File: src/rtl/writeback_queue.sv
// rtl/writeback_queue.sv - merges MEM/ALU writebacks into the single regfile write port
// In-order FIFO drained one entry per cycle, with a youngest-first bypass lookup for decode.
module writeback_queue #(
  parameter int DEPTH = 4,
  parameter int PTR_W = 2
) (
  input  logic             CLK,
  input  logic             RESET,
  input  logic             MemValid,
  input  logic [4:0]       MemReg,
  input  logic [31:0]      MemData,
  output logic             MemReady,
  input  logic             AluValid,
  input  logic [4:0]       AluReg,
  input  logic [31:0]      AluData,
  output logic             AluReady,
  output logic             Write1,
  output logic [4:0]       WriteReg1,
  output logic [31:0]      WriteData1,
  input  logic [4:0]       LookupReg,
  output logic             LookupHit,
  output logic [31:0]      LookupData,
  output logic [PTR_W:0]   Count,
  output logic             DropZero
);

  localparam int CW = PTR_W + 1;
  localparam logic [PTR_W:0] DEPTH_C = CW'(DEPTH);

  logic [4:0]       r_reg  [DEPTH];
  logic [31:0]      r_data [DEPTH];
  logic [PTR_W-1:0] r_wr_ptr;
  logic [PTR_W-1:0] r_rd_ptr;
  logic [PTR_W:0]   r_count;
  logic             r_write;
  logic [4:0]       r_wreg;
  logic [31:0]      r_wdata;
  logic             r_drop;

  logic [PTR_W:0]   w_free;
  logic             w_mem_needs;
  logic             w_mem_acc;
  logic             w_alu_acc;
  logic             w_mem_push;
  logic             w_alu_push;
  logic             w_pop;
  logic [PTR_W-1:0] w_alu_slot;

  // Readiness uses occupancy at cycle start only; a same-cycle pop earns no credit.
  assign w_free      = DEPTH_C - r_count;
  assign w_mem_needs = MemValid && (MemReg != 5'd0);
  assign MemReady    = (w_free != '0);
  assign AluReady    = (w_free > CW'(w_mem_needs));

  assign w_mem_acc  = MemValid && MemReady;
  assign w_alu_acc  = AluValid && AluReady;
  assign w_mem_push = w_mem_acc && (MemReg != 5'd0);
  assign w_alu_push = w_alu_acc && (AluReg != 5'd0);
  assign w_pop      = (r_count != '0);
  assign w_alu_slot = r_wr_ptr + PTR_W'(w_mem_push);

  always_ff @(posedge CLK or negedge RESET) begin
    if (!RESET) begin
      r_wr_ptr <= '0;
      r_rd_ptr <= '0;
      r_count  <= '0;
      r_write  <= 1'b0;
      r_wreg   <= 5'd0;
      r_wdata  <= 32'd0;
      r_drop   <= 1'b0;
    end else begin
      r_wr_ptr <= r_wr_ptr + PTR_W'(w_mem_push) + PTR_W'(w_alu_push);
      r_count  <= r_count + CW'(w_mem_push) + CW'(w_alu_push) - CW'(w_pop);
      r_drop   <= (w_mem_acc && (MemReg == 5'd0)) || (w_alu_acc && (AluReg == 5'd0));
      if (w_pop) begin
        r_rd_ptr <= r_rd_ptr + PTR_W'(1);
        r_write  <= 1'b1;
        r_wreg   <= r_reg[r_rd_ptr];
        r_wdata  <= r_data[r_rd_ptr];
      end else begin
        r_write  <= 1'b0;
      end
    end
  end

  // Payload storage needs no reset: occupancy alone decides which entries are live.
  always_ff @(posedge CLK) begin
    if (w_mem_push) begin
      r_reg[r_wr_ptr]  <= MemReg;
      r_data[r_wr_ptr] <= MemData;
    end
    if (w_alu_push) begin
      r_reg[w_alu_slot]  <= AluReg;
      r_data[w_alu_slot] <= AluData;
    end
  end

  // Scan oldest to youngest so later matches override earlier ones.
  always_comb begin
    LookupHit  = 1'b0;
    LookupData = 32'd0;
    if (LookupReg != 5'd0) begin
      if (r_write && (r_wreg == LookupReg)) begin
        LookupHit  = 1'b1;
        LookupData = r_wdata;
      end
      for (int i = 0; i < DEPTH; i++) begin
        if ((CW'(i) < r_count) && (r_reg[r_rd_ptr + PTR_W'(i)] == LookupReg)) begin
          LookupHit  = 1'b1;
          LookupData = r_data[r_rd_ptr + PTR_W'(i)];
        end
      end
    end
  end

  assign Write1     = r_write;
  assign WriteReg1  = r_wreg;
  assign WriteData1 = r_wdata;
  assign Count      = r_count;
  assign DropZero   = r_drop;

endmodule

File: config.mk
export PLATFORM = sky130hd
export DESIGN_NAME = writeback_queue
export DESIGN_NICKNAME = d
export VERILOG_FILES = /design/src/rtl/writeback_queue.sv
export SDC_FILE = /design/constraint.sdc
export NUM_CORES = 1
export LEC_CHECK = 0
export ABC_CLOCK_PERIOD_IN_PS = 5100
export BUFFER_PORTS_ARGS = -buffer_cell sky130_fd_sc_hd__clkbuf_2
export CELL_PAD_IN_SITES_DETAIL_PLACEMENT = 2
export CELL_PAD_IN_SITES_GLOBAL_PLACEMENT = 2
export CORE_MARGIN = 2
export CORE_UTILIZATION = 35
export DETAILED_ROUTE_END_ITERATION = 8
export PLACE_DENSITY_LB_ADDON = 0.1
export SLEW_MARGIN = 20
export SYNTH_ARGS = -nofsm -noshare
export SYNTH_HDL_FRONTEND = slang
export SYNTH_SLANG_ARGS = --single-unit
File: constraint.sdc
create_clock -name CLK -period 5.1 [get_ports CLK]
set_clock_uncertainty 0.05 [all_clocks]
set_input_delay 1.53 -clock CLK [delete_from_list [all_inputs] [get_ports CLK]]
set_output_delay 1.53 -clock CLK [all_outputs]
set_load 0.01 [all_outputs]
==> flow_summary.yaml, run 1 <==
status:
  status: "complete, but fails checks"
  violations: "negative setup slack"
clocking:
  clkTransAtPathRegs_ps: 70
  cts_buffers: 17
  tritoncts: "built"
  clockBufferDepth: 2
  cts_root_buffer: "clkbuf_16"
  cts-htree-levels: 4
  holdBufCountCts: 0
  clk_latency_ps: 470
  cts_sinks: 194
pwr:
  p_leak_uw: 0.007116
  irDropWorstVdd_uv: 387.5
  p_per_area_nw_per_um2: 747.4
synthesis:
  syn_avg_cell_area_sq_um: 10.90
  synth_seq_area_share_pct: 39.68
  netlist_area_sq_um: 14100
  yosys_warnings: 0
  synth-seq-cells: 194
  synth.distinct_cells: 49
  synth-edff-count: 148
  synthCells: 1294
  async_reset_ff_share_pct: 23.71
  synth_fp_nets: 1388
  synthFlopType: "edfxtp_1"
global_route:
  grt_overflow_total: 0
  grt_pass1_wl_microns: 86840
  antenna_found_initial: 0
  grt_use_total_pct: 27.69
  grt_max_degree: 98
  first_global_vias: 13708
die:
  io_pins: 160
  row_count: 73
  initial_core_util_pct: 35.49
  fp.dieW_microns: 204.7
  coreArea_sq_um: 39730
  die_y_microns: 204.7
  die_area_sq_um: 41910
detailed_routing:
  routed_wl_microns: 61730
  wl_met1_microns: 26480
  wl_per_cell_microns: 29.65
  maxUsedRoutingLayer: "met4"
  via_per_inst: 6.061
  vias: 12619
  wl_met3_microns: 2239
  antenna_left: 0
  met2RoutedLength_microns: 31350
  drtIter0Drc: 688
  drt-pass1-iter-count: 5
  drc: 0
final_layout:
  largest_reg_flops: 128
  drive_above_1_share_pct: 52.60
  num_antenna_cells: 0
  area_growth_pct: 37.81
  nNetsFinal: 1638
setup_path:
  r2r-start: "Count[0]"
  critPathCaptureType: "primary output"
  rr_worst_depth: 13
  crit_path_max_fanout: 10
  cp.arrival_ps: 3740
  critical_path_class: "in2out"
  crit_start: "LookupReg[3]"
  r2r_setup_slack_ps: 1760
  worstPathRequired_ps: 3520
  startpoint_type: "primary input"
job:
  maxCapViolCount: 0
sta:
  fin_crit_sh_pct: 104.2
  worstMarginPinSlew_ps: 847.8
  hold_violations: 0
  timing.final.ws_setup_ps: -215.5
  max_freq_ghz: 0.1881
  slew_viol_final: 0
  report.final.setup_viol: 32
  rsz0062_at_grt: "yes"
  holdWs_ps: 486.0
  slew_headroom_pct: 43.48
  fin_crit_ps: 5316
placed_design:
  portBuffers: 159
  place_ws_ps: -351.5
  place.gp.congestion: 0.8084
  dp.final_hpwl_microns: 37770
worst_hold_path:
  whs_path_depth: 2
  hold_class: "reg2reg"
  worstHoldStart: "WriteData1[14]"
## area by class of cell
cell class                 count  area [sq um]
timing repair buffer         375          3565
clock buffer                  19         452.9
inverter                      15         57.56
multi-input combinational    941          8949
sequential                   194          5603
fill                        3969         20300
clock inverter                13         148.9
tap                          525         656.9
## cells by family (layout without fill, tap and decap cells)
family | Yosys count | after routing | share of synthesized area [%]
AND/OR/NAND/NOR | 368 | 368 | 13.46
multiplexers | 296 | 296 | 24.67
AO/OA/AOI/OAI | 235 | 235 | 13.43
flip-flops | 194 | 194 | 39.68
buffers and inverters | 159 | 422 | 5.705
XOR/XNOR | 31 | 31 | 1.979
adder cells (fa/ha/maj) | 11 | 11 | 1.083
## cell usage after synthesis, drive strengths merged, types with 7 or more instances
cell type	instances	area (sq um)
nand3	96	480.5
nor2	7	26.28
mux4	20	450.4
mux2	212	2387
xnor2	17	156.4
edfxtp	148	4444
or2	33	206.5
xor2	14	122.6
buf	67	452.9
mux2i	64	640.6
a2111oi	95	918.4
or4bb	32	360.4
clkbuf	77	295.3
dfrtp	46	1151
o311ai	64	568.1
o21ai	67	335.3
ha	9	112.6
nand2	178	668.1
inv	15	56.30
## cell usage in the layout (no fill, tap or decap), types with 4 or more instances in the layout
master     instances
a2111oi_4         17
o311ai_4          13
mux4_2            20
mux2_2           212
inv_6              4
xnor2_2            6
o311ai_1          26
xor2_4             5
nor3_2             4
buf_16             4
xor2_1             7
buf_4            122
nand2_1          178
or2_2             32
o311ai_0           4
clkbuf_8           4
nor2_1             5
or4bb_4            5
xnor2_1           11
buf_8              8
a2111oi_1         22
clkbuf_2         125
ha_1               8
o311ai_2          21
a2111oi_2         45
buf_6             19
o21ai_2            8
buf_2             27
edfxtp_1         148
buf_12            55
a2111oi_0         11
inv_1             14
clkbuf_16         28
o21ai_1           12
mux2i_1           64
or4bb_1           27
dfrtp_1           44
nand3_1           93
o21ai_0           45
## where the power goes
part	total (uW)	switching, uW	internal, uW
Clock	1470	712	758
Combinational	9850	5520	4320
Sequential	3210	552	2650
Total	14500	6790	7730
## worst max-delay path, cell delays in order
cell	delay, ps
clkbuf_4	170
xnor2_2	240
and2_1	280
and2_4	280
buf_12	170
buf_12	130
o311ai_0	160
a2111oi_1	530
buf_2	230
## routing by layer
metal	track usage, %	vias to the layer above
met3	3.118	113
met5	0	-
met1	36.17	6619
met2	48.54	351
li1	-	5536
met4	7.065	0
## worst paths after layout
| path | endpoint |
|---|---|
| worst max-delay path | LookupData[23] |
| worst min-delay path | WriteData1[14] |
| worst max register to register | r_data[3][19] |
| worst min register to register | WriteData1[14] |
| max in group asynchronous | WriteData1[14] |
| min in group asynchronous | DropZero |
## stage by stage
stage	total power [uW]	cell area (sq um)	TNS [ps]	cells	util, %
floorplan	7694	14110	-30660	1294	-
global placement	11110	16610	-5015	1985	41.80
detailed placement	11370	16610	-5998	1985	41.80
CTS	13540	18180	-1516	2046	45.75
global route	15240	19430	-4443	2082	48.91
finish	14520	19430	-2879	2082	48.91
## timing repair
| action | in CTS | in global routing |
|---|---|---|
| setup endpoints to repair | 32 | 32 |
| gates resized for setup | 146 | 176 |
| setup buffers | 26 | 31 |
| gates cloned | 5 | 10 |
| pin swaps | 39 | 32 |
Note: power is estimated with default switching activity, not from simulation.
==> inputs of run 2 (changes only) <==
--- a/config.mk
+++ b/config.mk
@@ -9,6 +9,7 @@
 export BUFFER_PORTS_ARGS = -buffer_cell sky130_fd_sc_hd__clkbuf_2
 export CELL_PAD_IN_SITES_DETAIL_PLACEMENT = 2
 export CELL_PAD_IN_SITES_GLOBAL_PLACEMENT = 2
+export CORE_ASPECT_RATIO = 1.1
 export CORE_MARGIN = 2
 export CORE_UTILIZATION = 35
 export DETAILED_ROUTE_END_ITERATION = 8
==> run 2 against run 1 <==
  * The run still ends with negative setup slack left
  * Flip-flop and latch count did not move
  * Setup slack worse by 2.2 ps
  * Count of clock-buffer cells in the layout increased by 2
  * Highest routed layer unchanged
  * Cell area rose by 0.35%
  * Via count shrank 0.57%
  * First-iteration DRC count grew 17%
==> flow_summary.yaml, run 2 (same netlist as run 1, synthesis figures left out) <==
sta:
  fin_crit_ps: 5318
  timing.final.ws_setup_ps: -217.8
  slew_headroom_pct: 40.21
  report.final.setup_viol: 32
  hold_violations: 0
  fin_crit_sh_pct: 104.3
  worstMarginPinSlew_ps: 896.9
  rsz0062_at_grt: "yes"
  fin_tns_setup_ps: -3436
  max_freq_ghz: 0.1880
  slew_viol_final: 0
final_layout:
  multiInputGateArea_sq_um: 9158
  final_common_cell: "mux2_2"
  nNetsFinal: 1613
  final_cell_mix: "mux2_2 (212), nand2_1 (178), edfxtp_1 (148)"
  utilization_pct: 48.77
  largest_reg_flops: 128
  final_area_sq_um: 19500
  num_antenna_cells: 0
  fillers: 3912
  ff_latch_area_sq_um: 5603
  drive_above_1_share_pct: 52.02
  area_growth_pct: 38.29
clocking:
  cts_buffers: 17
  tritoncts: "built"
  cts-htree-levels: 4
  clkTransAtPathRegs_ps: 70
  clk_latency_ps: 470
  cts_sinks: 194
  holdBufCountCts: 0
  cts_root_buffer: "clkbuf_16"
  clockBufferDepth: 2
status:
  status: "complete, but fails checks"
  violations: "negative setup slack"
placed_design:
  portBuffers: 159
  place.gp.congestion: 0.8044
  dp.final_hpwl_microns: 36840
  place_area_sq_um: 16550
  place_ws_ps: -477.7
global_route:
  grt_use_total_pct: 27.87
  first_global_vias: 13645
  grt_pass1_wl_microns: 86970
  antenna_found_initial: 0
  grt_overflow_total: 0
  grt_max_degree: 130
die:
  fp.dieW_microns: 195.4
  initial_core_util_pct: 35.27
  die_area_sq_um: 41910
  coreArea_sq_um: 39980
  io_pins: 160
  die_y_microns: 214.5
  row_count: 77
worst_hold_path:
  worstHoldStart: "WriteData1[0]"
  min_to: "WriteData1[0]"
  whs_path_depth: 2
  hold_class: "reg2reg"
setup_path:
  crit_path_frequent_cell: "buf_12"
  rr_worst_depth: 10
  critPathMaxStageDelay_ps: 480
  r2r_setup_slack_ps: 1490
  crit_path_max_fanout: 7
  startpoint_type: "primary input"
  critPathCaptureType: "primary output"
  r2r-start: "Count[0]"
  critical_path_class: "in2out"
  crit_slowest_cell: "a2111oi_2"
  path_cells: "clkbuf_2 -> xnor2_2 -> and2_1 -> and2_4 -> buf_12 -> buf_12 -> buf_8 -> buf_16 -> a2111oi_2 -> a2111oi_4 -> buf_4 -> buf_6"
  cp.arrival_ps: 3740
  r2r-end: "r_data[0][16]"
  worstPathRequired_ps: 3520
detailed_routing:
  drt-pass1-iter-count: 5
  drc: 0
  drtIter0Drc: 806
  routed_wl_microns: 60670
  antenna_left: 0
  wl_per_cell_microns: 29.67
  vias: 12547
  via_per_inst: 6.135
pwr:
  p_leak_uw: 0.007021
  p_per_area_nw_per_um2: 749.6
  p_total_uw: 14620
  irDropWorstVdd_uv: 483.1
job:
  maxCapViolCount: 0
==> run 2: cell type report <==
| type | instances | area share, % |
|---|---|---|
| Clock buffer | 21 | 2.310 |
| Clock inverter | 11 | 1.193 |
| Multi-Input combinational cell | 941 | 46.96 |
| Sequential cell | 194 | 28.73 |
| Timing Repair Buffer | 350 | 17.22 |
| Tap cell | 513 | 3.292 |
| Inverter | 15 | 0.2952 |
==> run 2: what timing repair did <==
action                     CTS  global route
setup endpoints to repair   32            32
cloned                       8             4
setup buffers               17            28
pin swaps                   41            27
resized for setup          184           147
==> run 2: worst max-delay path: cells and delay by family <==
| family | cells | cell delay, ps |
|---|---|---|
| buf+inv | 7 | 1020 |
| xor+xnor | 1 | 190 |
| compound gates | 2 | 590 |
| simple gates | 2 | 380 |
==> run 2: power breakdown <==
group / switching, uW / internal (uW)
Combinational: 5540 / 4250
Clock: 652 / 980
Sequential: 538 / 2650
Total: 6730 / 7890
==> run 2: worst max-delay path by stage <==
stage	startpoint	end	cells past startpoint	slack, ps
CTS	LookupReg[0]	LookupData[31]	12	-180
global placement	LookupReg[1]	LookupData[7]	11	-520
finish	LookupReg[3]	LookupData[19]	12	-220
global route	LookupReg[0]	LookupData[19]	12	-290
floorplan	MemReg[1]	r_data[0][0]	10	-410
detailed placement	LookupReg[1]	LookupData[7]	11	-480
==> run 2: through the flow <==
step | cells | hold slack, ps
after global routing | 2045 | 498.8
final | 2045 | 494.5
after CTS | 2023 | 485.9
after floorplan | 1294 | 486.1
after detailed placement | 1968 | 467.6
after global placement | 1968 | 458.8
==> run 2: metal layers <==
| metal | up-vias | GRT usage [%] | wire length (microns) |
|---|---|---|---|
| li1 | 5480 | - | - |
| met1 | 6600 | 34.50 | 25410 |
| met2 | 345 | 48.63 | 30810 |
| met3 | 122 | 3.539 | 2157 |
| met4 | 0 | 12.11 | 2292 |
| met5 | - | 0 | 0 |
==> inputs of run 3 (changes only) <==
--- a/config.mk
+++ b/config.mk
@@ -5,13 +5,12 @@
 export SDC_FILE = /design/constraint.sdc
 export NUM_CORES = 1
 export LEC_CHECK = 0
-export ABC_CLOCK_PERIOD_IN_PS = 5100
 export BUFFER_PORTS_ARGS = -buffer_cell sky130_fd_sc_hd__clkbuf_2
 export CELL_PAD_IN_SITES_DETAIL_PLACEMENT = 2
 export CELL_PAD_IN_SITES_GLOBAL_PLACEMENT = 2
 export CORE_ASPECT_RATIO = 1.1
 export CORE_MARGIN = 2
-export CORE_UTILIZATION = 35
+export CORE_UTILIZATION = 40
 export DETAILED_ROUTE_END_ITERATION = 8
 export PLACE_DENSITY_LB_ADDON = 0.1
 export SLEW_MARGIN = 20
==> run 3 against run 2 <==
  * The run still ends with negative setup slack left
  * Sequential power grew 3%
  * Fmax shrank 2.8%
  * Critical path depth is the same
  * Hold slack lost 22 ps
  * Count of clock-buffer cells in the layout is the same
  * First-iteration DRC count grew 54%
  * Flip-flop and latch count is the same
==> flow_summary.yaml, run 3 (same netlist as run 1, synthesis figures left out) <==
pwr:
  p_sw_share_pct: 48.95
  irDropWorstVdd_uv: 423.2
  p_per_area_nw_per_um2: 785.5
  p_leak_uw: 0.007062
  comb_power_share_pct: 68.9
  internal_power_uw: 7823
  clkPwrFrac_pct: 9.7
  p_sw_uw: 7502
  seqPwrFrac_pct: 21.3
placed_design:
  place.gp.congestion: 0.8182
  place_inst: 1875
  portBuffers: 159
  dp.final_hpwl_microns: 36200
setup_path:
  critPathCaptureType: "primary output"
  crit_path_max_fanout: 10
  critical_path_class: "reg2out"
  cp.arrival_ps: 3890
  startpoint_type: "flop"
  worstPathRequired_ps: 3520
clocking:
  cts_root_buffer: "clkbuf_16"
  clk_latency_ps: 490
  clockBufferDepth: 2
  cts-htree-levels: 4
  tritoncts: "built"
  cts_sinks: 194
  holdBufCountCts: 0
  clkTransAtPathRegs_ps: 90
  cts_buffers: 17
sta:
  fin_crit_ps: 5473
  report.final.setup_viol: 32
  fin_crit_sh_pct: 107.3
  slew_headroom_pct: 35.95
  hold_violations: 0
  worstMarginPinSlew_ps: 960.8
  rsz0062_at_grt: "yes"
  timing.final.ws_setup_ps: -372.9
  max_freq_ghz: 0.1827
  fin_tns_setup_ps: -6549
  slew_viol_final: 0
global_route:
  use_met3_pct: 3.882
  first_global_vias: 14462
  grt-busiest-layer: "met2"
  grt_max_degree: 98
  grt_use_total_pct: 34.19
  antenna_found_initial: 4
  grt_pass1_wl_microns: 93830
  grt_overflow_total: 0
  grtUsageMet2_pct: 59.92
  use_met1_pct: 41.26
die:
  row_count: 72
  die_area_sq_um: 36770
  coreArea_sq_um: 34950
  die_y_microns: 200.9
  fp.dieW_microns: 183.0
  initial_core_util_pct: 40.34
  io_pins: 160
final_layout:
  final_cell_mix: "mux2_2 (212), nand2_1 (178), edfxtp_1 (148)"
  drive_above_1_share_pct: 52.61
  final_common_cell: "mux2_2"
  nNetsFinal: 1615
  fin_cells: 1982
  area_growth_pct: 38.35
  largest_reg_flops: 128
detailed_routing:
  vias: 13464
  drtIter0Drc: 1240
  via_per_inst: 6.793
  wl_per_cell_microns: 36.46
  routed_wl_microns: 72260
  drc: 0
  drt-pass1-iter-count: 5
  antenna_left: 0
status:
  violations: "negative setup slack"
  status: "complete, but fails checks"
worst_hold_path:
  hold_class: "reg2reg"
job:
  maxCapViolCount: 0
run 3: cell count changes in the layout (fill, tap and decap cells not counted), sizes merged:
cell      change
diode         +4
clkinv        +1
bufinv        -4
buf           +6
clkbuf        -4
clkinvlp      +3
run 3: timing repair:
| item | 4_1_cts | 5_1_grt |
|---|---|---|
| gates cloned | 11 | 5 |
| buffers inserted | 29 | 32 |
| pin swaps | 41 | 45 |
| setup endpoints to repair | 32 | 32 |
| resized for setup | 178 | 198 |
| hold endpoints to repair | 0 | 0 |
run 3: through the flow:
step	hold WS (ps)	util, %	worst slack, ps	cell area [sq um]	total power [uW]
2_1_floorplan	486.1	-	-414.4	14110	7694
3_3_place_gp	439.9	46.49	-419.5	16250	10730
3_5_place_dp	457.0	46.49	-448.1	16250	11050
4_1_cts	474.3	52.31	-141.4	18280	13430
5_1_grt	498.2	55.81	-393.1	19510	15750
6_report	472.2	55.81	-372.9	19510	15320
run 3: layout make-up:
class | instances | area (sq um)
Fill cell | 3259 | 15440
Multi-Input combinational cell | 941 | 9239
Antenna cell | 4 | 10.01
Tap cell | 444 | 555.5
Sequential cell | 194 | 5603
Clock inverter | 11 | 135.1
Timing Repair Buffer | 352 | 3448
Clock buffer | 21 | 460.4
Inverter | 15 | 57.56
run 3: power by group through the flow:
stage	Combinational [uW]	Sequential, uW	Clock [uW]
after floorplan	4630	3060	0
after global placement	7570	3160	0
after detailed placement	7820	3230	0
after CTS	8810	3160	1450
after global routing	10900	3310	1520
final	10600	3270	1490
run 3: worst max-delay path, cell delays in order, from the launching register on:
cell	delay (ps)
dfrtp_4	510
buf_6	140
buf_4	120
buf_4	180
mux4_2	390
xnor2_1	310
nand4_1	190
buf_4	210
buf_4	180
o21ai_0	270
a2111oi_1	180
a2111oi_1	480
buf_2	220
run 3: worst paths after layout:
| path | from | to | slack [ps] | cells past startpoint |
|---|---|---|---|---|
| worst min register to register | WriteData1[20] | WriteData1[20] | 470 | 2 |
| max in group asynchronous | RESET | r_rd_ptr[0] | 2900 | 2 |
| worst max register to register | Count[0] | r_data[1][2] | 1370 | 13 |
| worst min-delay path | WriteData1[20] | WriteData1[20] | 470 | 2 |
| worst max-delay path | r_rd_ptr[1] | LookupData[10] | -370 | 12 |
| min in group asynchronous | RESET | WriteData1[5] | 1130 | 1 |
run 3: metal layers:
| layer | vias up | part of all wire [%] | wire [microns] |
|---|---|---|---|
| li1 | 5488 | - | - |
| met1 | 6998 | 38 | 27540 |
| met2 | 723 | 51 | 36700 |
| met3 | 255 | 5.7 | 4117 |
| met4 | 0 | 5.4 | 3905 |
| met5 | - | 0 | 0 |
